File: config.mk
export PLATFORM = sky130hd
export DESIGN_NAME = lab3_mem_refill_arbiter
export DESIGN_NICKNAME = d
export VERILOG_FILES = /design/src/rtl/lab3_mem_refill_arbiter.sv
export SDC_FILE = /design/constraint.sdc
export NUM_CORES = 1
export LEC_CHECK = 0
export CELL_PAD_IN_SITES_DETAIL_PLACEMENT = 1
export CELL_PAD_IN_SITES_GLOBAL_PLACEMENT = 2
export CORE_AREA = 2 2 383 385
export DETAILED_ROUTE_END_ITERATION = 12
export DIE_AREA = 0 0 385 387
export MAX_ROUTING_LAYER = met4
export PLACE_DENSITY = 0.56
export SLEW_MARGIN = 10
export SYNTH_ARGS = -nofsm -noshare
export SYNTH_HDL_FRONTEND = slang
export SYNTH_SLANG_ARGS = --single-unit
File: constraint.sdc
create_clock -name clk -period 2.5 [get_ports clk]
set_input_delay 0.625 -clock clk [delete_from_list [all_inputs] [get_ports clk]]
set_output_delay 0.625 -clock clk [all_outputs]
set_load 0.05 [all_outputs]
File: src/rtl/lab3_mem_refill_arbiter.sv
// Round-robin arbiter sharing one 16B memory port between two requesters, with in-order response routing.
// Zero added latency on both paths; requesters stall while p_max_outstanding requests are in flight or memory is not ready.
module lab3_mem_refill_arbiter #(
  parameter int p_max_outstanding = 4,
  parameter int p_req_nbits       = 175,
  parameter int p_resp_nbits      = 145
)(
  input  logic                    clk,
  input  logic                    reset,

  input  logic [p_req_nbits-1:0]  req0_msg,
  input  logic                    req0_val,
  output logic                    req0_rdy,
  output logic [p_resp_nbits-1:0] resp0_msg,
  output logic                    resp0_val,
  input  logic                    resp0_rdy,

  input  logic [p_req_nbits-1:0]  req1_msg,
  input  logic                    req1_val,
  output logic                    req1_rdy,
  output logic [p_resp_nbits-1:0] resp1_msg,
  output logic                    resp1_val,
  input  logic                    resp1_rdy,

  output logic [p_req_nbits-1:0]  memreq_msg,
  output logic                    memreq_val,
  input  logic                    memreq_rdy,
  input  logic [p_resp_nbits-1:0] memresp_msg,
  input  logic                    memresp_val,
  output logic                    memresp_rdy
);

  localparam int c_ptr_nbits = (p_max_outstanding > 1) ? $clog2(p_max_outstanding) : 1;
  localparam int c_cnt_nbits = $clog2(p_max_outstanding + 1);
  localparam logic [c_ptr_nbits-1:0] c_last_ptr = c_ptr_nbits'(p_max_outstanding - 1);
  localparam logic [c_cnt_nbits-1:0] c_max_cnt  = c_cnt_nbits'(p_max_outstanding);

  logic [p_max_outstanding-1:0] route_q;
  logic [c_ptr_nbits-1:0]       head_ptr;
  logic [c_ptr_nbits-1:0]       tail_ptr;
  logic [c_cnt_nbits-1:0]       count;
  logic                         prio;

  logic can_issue;
  logic head_vld;
  logic head_id;
  logic grant_vld;
  logic grant;
  logic req_xfer;
  logic resp_xfer;

  function automatic logic [c_ptr_nbits-1:0] next_ptr(input logic [c_ptr_nbits-1:0] ptr);
    next_ptr = (ptr == c_last_ptr) ? '0 : ptr + 1'b1;
  endfunction

  // Full blocks enqueue even when a dequeue happens in the same cycle.
  assign can_issue = (count < c_max_cnt);
  assign head_vld  = (count != '0);
  assign head_id   = route_q[head_ptr];

  always_comb begin
    grant_vld = can_issue && (req0_val || req1_val);
    grant     = (req0_val && req1_val) ? prio : req1_val;
  end

  assign memreq_msg = (grant_vld && grant) ? req1_msg : req0_msg;
  assign memreq_val = reset && grant_vld;
  assign req0_rdy   = reset && memreq_rdy && grant_vld && !grant;
  assign req1_rdy   = reset && memreq_rdy && grant_vld &&  grant;
  assign req_xfer   = memreq_val && memreq_rdy;

  assign resp0_msg   = memresp_msg;
  assign resp1_msg   = memresp_msg;
  assign resp0_val   = reset && head_vld && !head_id && memresp_val;
  assign resp1_val   = reset && head_vld &&  head_id && memresp_val;
  assign memresp_rdy = reset && head_vld && (head_id ? resp1_rdy : resp0_rdy);
  assign resp_xfer   = memresp_val && memresp_rdy;

  always_ff @(posedge clk) begin
    if (req_xfer) begin
      route_q[tail_ptr] <= grant;
    end
  end

  always_ff @(posedge clk) begin
    if (!reset) begin
      head_ptr <= '0;
      tail_ptr <= '0;
      count    <= '0;
      prio     <= 1'b0;
    end else begin
      if (req_xfer) begin
        tail_ptr <= next_ptr(tail_ptr);
        prio     <= !grant;
      end
      if (resp_xfer) begin
        head_ptr <= next_ptr(head_ptr);
      end
      case ({req_xfer, resp_xfer})
        2'b10:   count <= count + 1'b1;
        2'b01:   count <= count - 1'b1;
        default: count <= count;
      endcase
    end
  end

endmodule

==> qor.txt <==
Status: finished, violations left
Failing checks: setup timing
WL/cell: 25.8 um
Initial DRC Count: 75
Crit end category: output port
Type of the worst setup path: input port to output port
Minimum clock period: 2690 ps
Layout area overhead: 169%
Die X: 385 um
Post-synthesis sequential area ratio: 0.0565
Vias per cell: 1.97
Post-DRT Antenna Nets: 0
Worst Path Max Fanout: 10
Gate power share: 0.868
Top post-synthesis cells by area: buf_4 (44%), mux2_2 (22%), mux2_1 (18%)
IO Count: 974
Max Cap Viol: 0
Final Skew: 1.64 ps
Xor and xnor area share after synthesis: 0.00353
Slew HR: 0.739
Maximum clock frequency: 0.371 GHz
Largest family of logic cells by synthesized area: buffers and inverters
Num CTS Buffers: 3
Total Wirelength: 71600 um
Via count: 5467
Post-Syn Instances: 553
PortBufs: 538
Clk sinks: 12
Switching share of power: 0.430
Post-synthesis compound-gate area fraction: 0.0199
Post-synthesis simple-gate area fraction: 0.0262
Warnings from Yosys: 0
Pre-CTS WS: -567 ps
Worst path most repeated cell: buf_12
Mux share of post-synthesis cell area: 0.409
Sequential share of power: 0.056
Design area: 13300 sq um
Largest net degree at the start of global routing: 21
Crit path max-delay family: buffers and inverters
CP peak stage delay: 320 ps
Net Switching: 1.68 mW
Critical path launch point type: input port
Synth Register Bits: 12
CP Buf/Inv Count: 6
Slowest stage cell, crit path: mux2_4
Clock buffer depth: 2
Final hold vios: 0
Die area: 149000 sq um
Adder-Cell Fraction of Synth Area: 0.0192
Final net count: 1365
Placed standard-cell area: 11800 sq um
Req. time, crit path: 1880 ps
CTS tree: built
Mapped Avg Cell Area: 8.96 sq um
Clk root buf: clkbuf_16
Drt pass-1 iters: 4
Hold slack: 508 ps
Share of the synthesized area in the top cell type: 0.439
Syn nets: 1063
Worst EP arrival: 2070 ps
Setup ws final: -195 ps
Vias in the first global route: 6000
Routability-driven placement congestion ratio: 0.779
Worst min-delay path class: register to register
Initial antenna violation count: 60
Final setup viols: 168
Unrepaired setup endpoints after global routing: true
Final Slew Violations: 0
CTS HTree Levels: 1
Pleak: 4.99 nW
Row count: 140
Worst-Skew Late Latency: 240 ps
Core area: 145000 sq um
First-pass GRT wire length: 83600 um
Die H: 387 um
Total global routing overflow: 0
Crit share post-route: 1.08
Mapped Area: 4960 sq um
Int Pwr: 2.23 mW
Initial Util: 0.0342
Post-synth top area cell: buf_4
GR Util All Layers: 0.0936
Share of post-route cells with drive strength above 1: 0.521
Final HPWL DP: 65100 um
Clk slew on worst S/H paths: 50 ps
Maximum vdd drop: 0.000268 V
Slew at the pin closest to its max-slew limit: 388 ps
Drt drc: 0
Pwr/cell area: 294 nW/um^2
CP cell instances: buf_8 > a21boi_4 > nand2_4 > buf_12 > buf_16 > buf_12 > buf_12 > mux2_4 > buf_12
Most common cell after layout, fill and taps aside: clkdlybuf4s50_1
Clock share of power: 0.076
Post-synth cell types: 32
Commonest cells after routing, fill and taps aside: clkdlybuf4s50_1 (354), buf_12 (124), mux2_4 (111)
-- worst register-to-register path, stage by stage, from the launching register on --
cell	delay, ps
edfxtp_1	370
mux4_2	560
mux2i_4	260
nor2_4	130
ha_4	150
inv_2	40
fa_2	330
xor2_1	150
or3_1	300
a21boi_1	120
-- cells by family (layout without fill, tap and decap cells) --
logic type,after synthesis,after routing
simple gates,24,24
fa+ha+maj,7,7
flops,12,12
mux,178,178
other cells,0,6
xor+xnor,2,2
compound gates,11,11
buf+inv,319,620
-- area by class of cell --
class / count / area [sq um]
Antenna cell: 6 / 15.0
Tap cell: 1917 / 2400
Timing Repair Buffer: 607 / 7670
Inverter: 9 / 33.8
Fill cell: 17000 / 132000
Clock buffer: 3 / 75.1
Clock inverter: 1 / 3.75
Sequential cell: 12 / 282
Multi-Input combinational cell: 222 / 2840
-- layer usage --
metal,share of wire,vias up,GRT usage
li1,-,2173,-
met3,0.17,96,0.0653
met4,0.012,0,0.00405
met5,0,-,-
met2,0.49,804,0.162
met1,0.33,2394,0.0883
-- per-stage QoR --
step / std cells / TNS [ps] / utilization / power, mW
after global placement: 2734 / -85770 / 0.0814 / 3.19
after CTS: 2764 / -22150 / 0.0907 / 3.94
final: 2777 / -20090 / 0.0920 / 3.91
after floorplan: 553 / 0 / - / 2.77
after detailed placement: 2734 / -83850 / 0.0814 / 3.19
after global routing: 2774 / -28860 / 0.0919 / 4.07
-- registers in the layout, indices dropped and copies added (netlist names) --
register and flops:
head_ptr 2, count 3, prio 1, route_q 4
tail_ptr 2
-- power by group through the flow --
stage          sequential [mW]  clock [mW]  combinational (mW)
3_3_place_gp             0.221           0                2.97
3_5_place_dp             0.222           0                2.97
5_1_grt                  0.219       0.319                3.53
2_1_floorplan            0.220           0                2.55
4_1_cts                  0.218       0.308                3.41
6_report                 0.218       0.298                3.40
-- timing repair --
action                                  4_1_cts  5_1_grt
pin swaps                                     5        3
endpoints found under the setup margin      182      176
setup buffers                                16        7
gates cloned                                 11        3
gates resized for setup                     247       26
hold buffers                                  0        0
-- worst paths after layout --
path                                 start                  endpoint  slack, ps  depth (start not counted)
setup / recovery                  req1_val           memreq_msg[137]       -190                          9
hold / removal    tail_ptr[1]$_SDFFE_PN0P_  tail_ptr[1]$_SDFFE_PN0P_        510                          2
setup reg to reg      route_q[0]$_DFFE_PP_     count[2]$_SDFFE_PN0P_         20                          9
hold reg to reg   tail_ptr[1]$_SDFFE_PN0P_  tail_ptr[1]$_SDFFE_PN0P_        510                          2
-- cell usage after synthesis, drive strengths merged --
cell type and number:
xnor2 1, fa 1, nor3b 1, o211ai 1, nor2 6, nand2 6
clkbuf 1, buf 309, o31ai 1, mux2i 2, and2 7, mux2 175
a21boi 4, o311ai 1, o41ai 1, o21ai 3, ha 6, xor2 1
nor2b 1, edfxtp 4, and4bb 1, or3 2, inv 9, dfxtp 8
mux4 1
No activity file was read; power rests on OpenSTA's default activity.
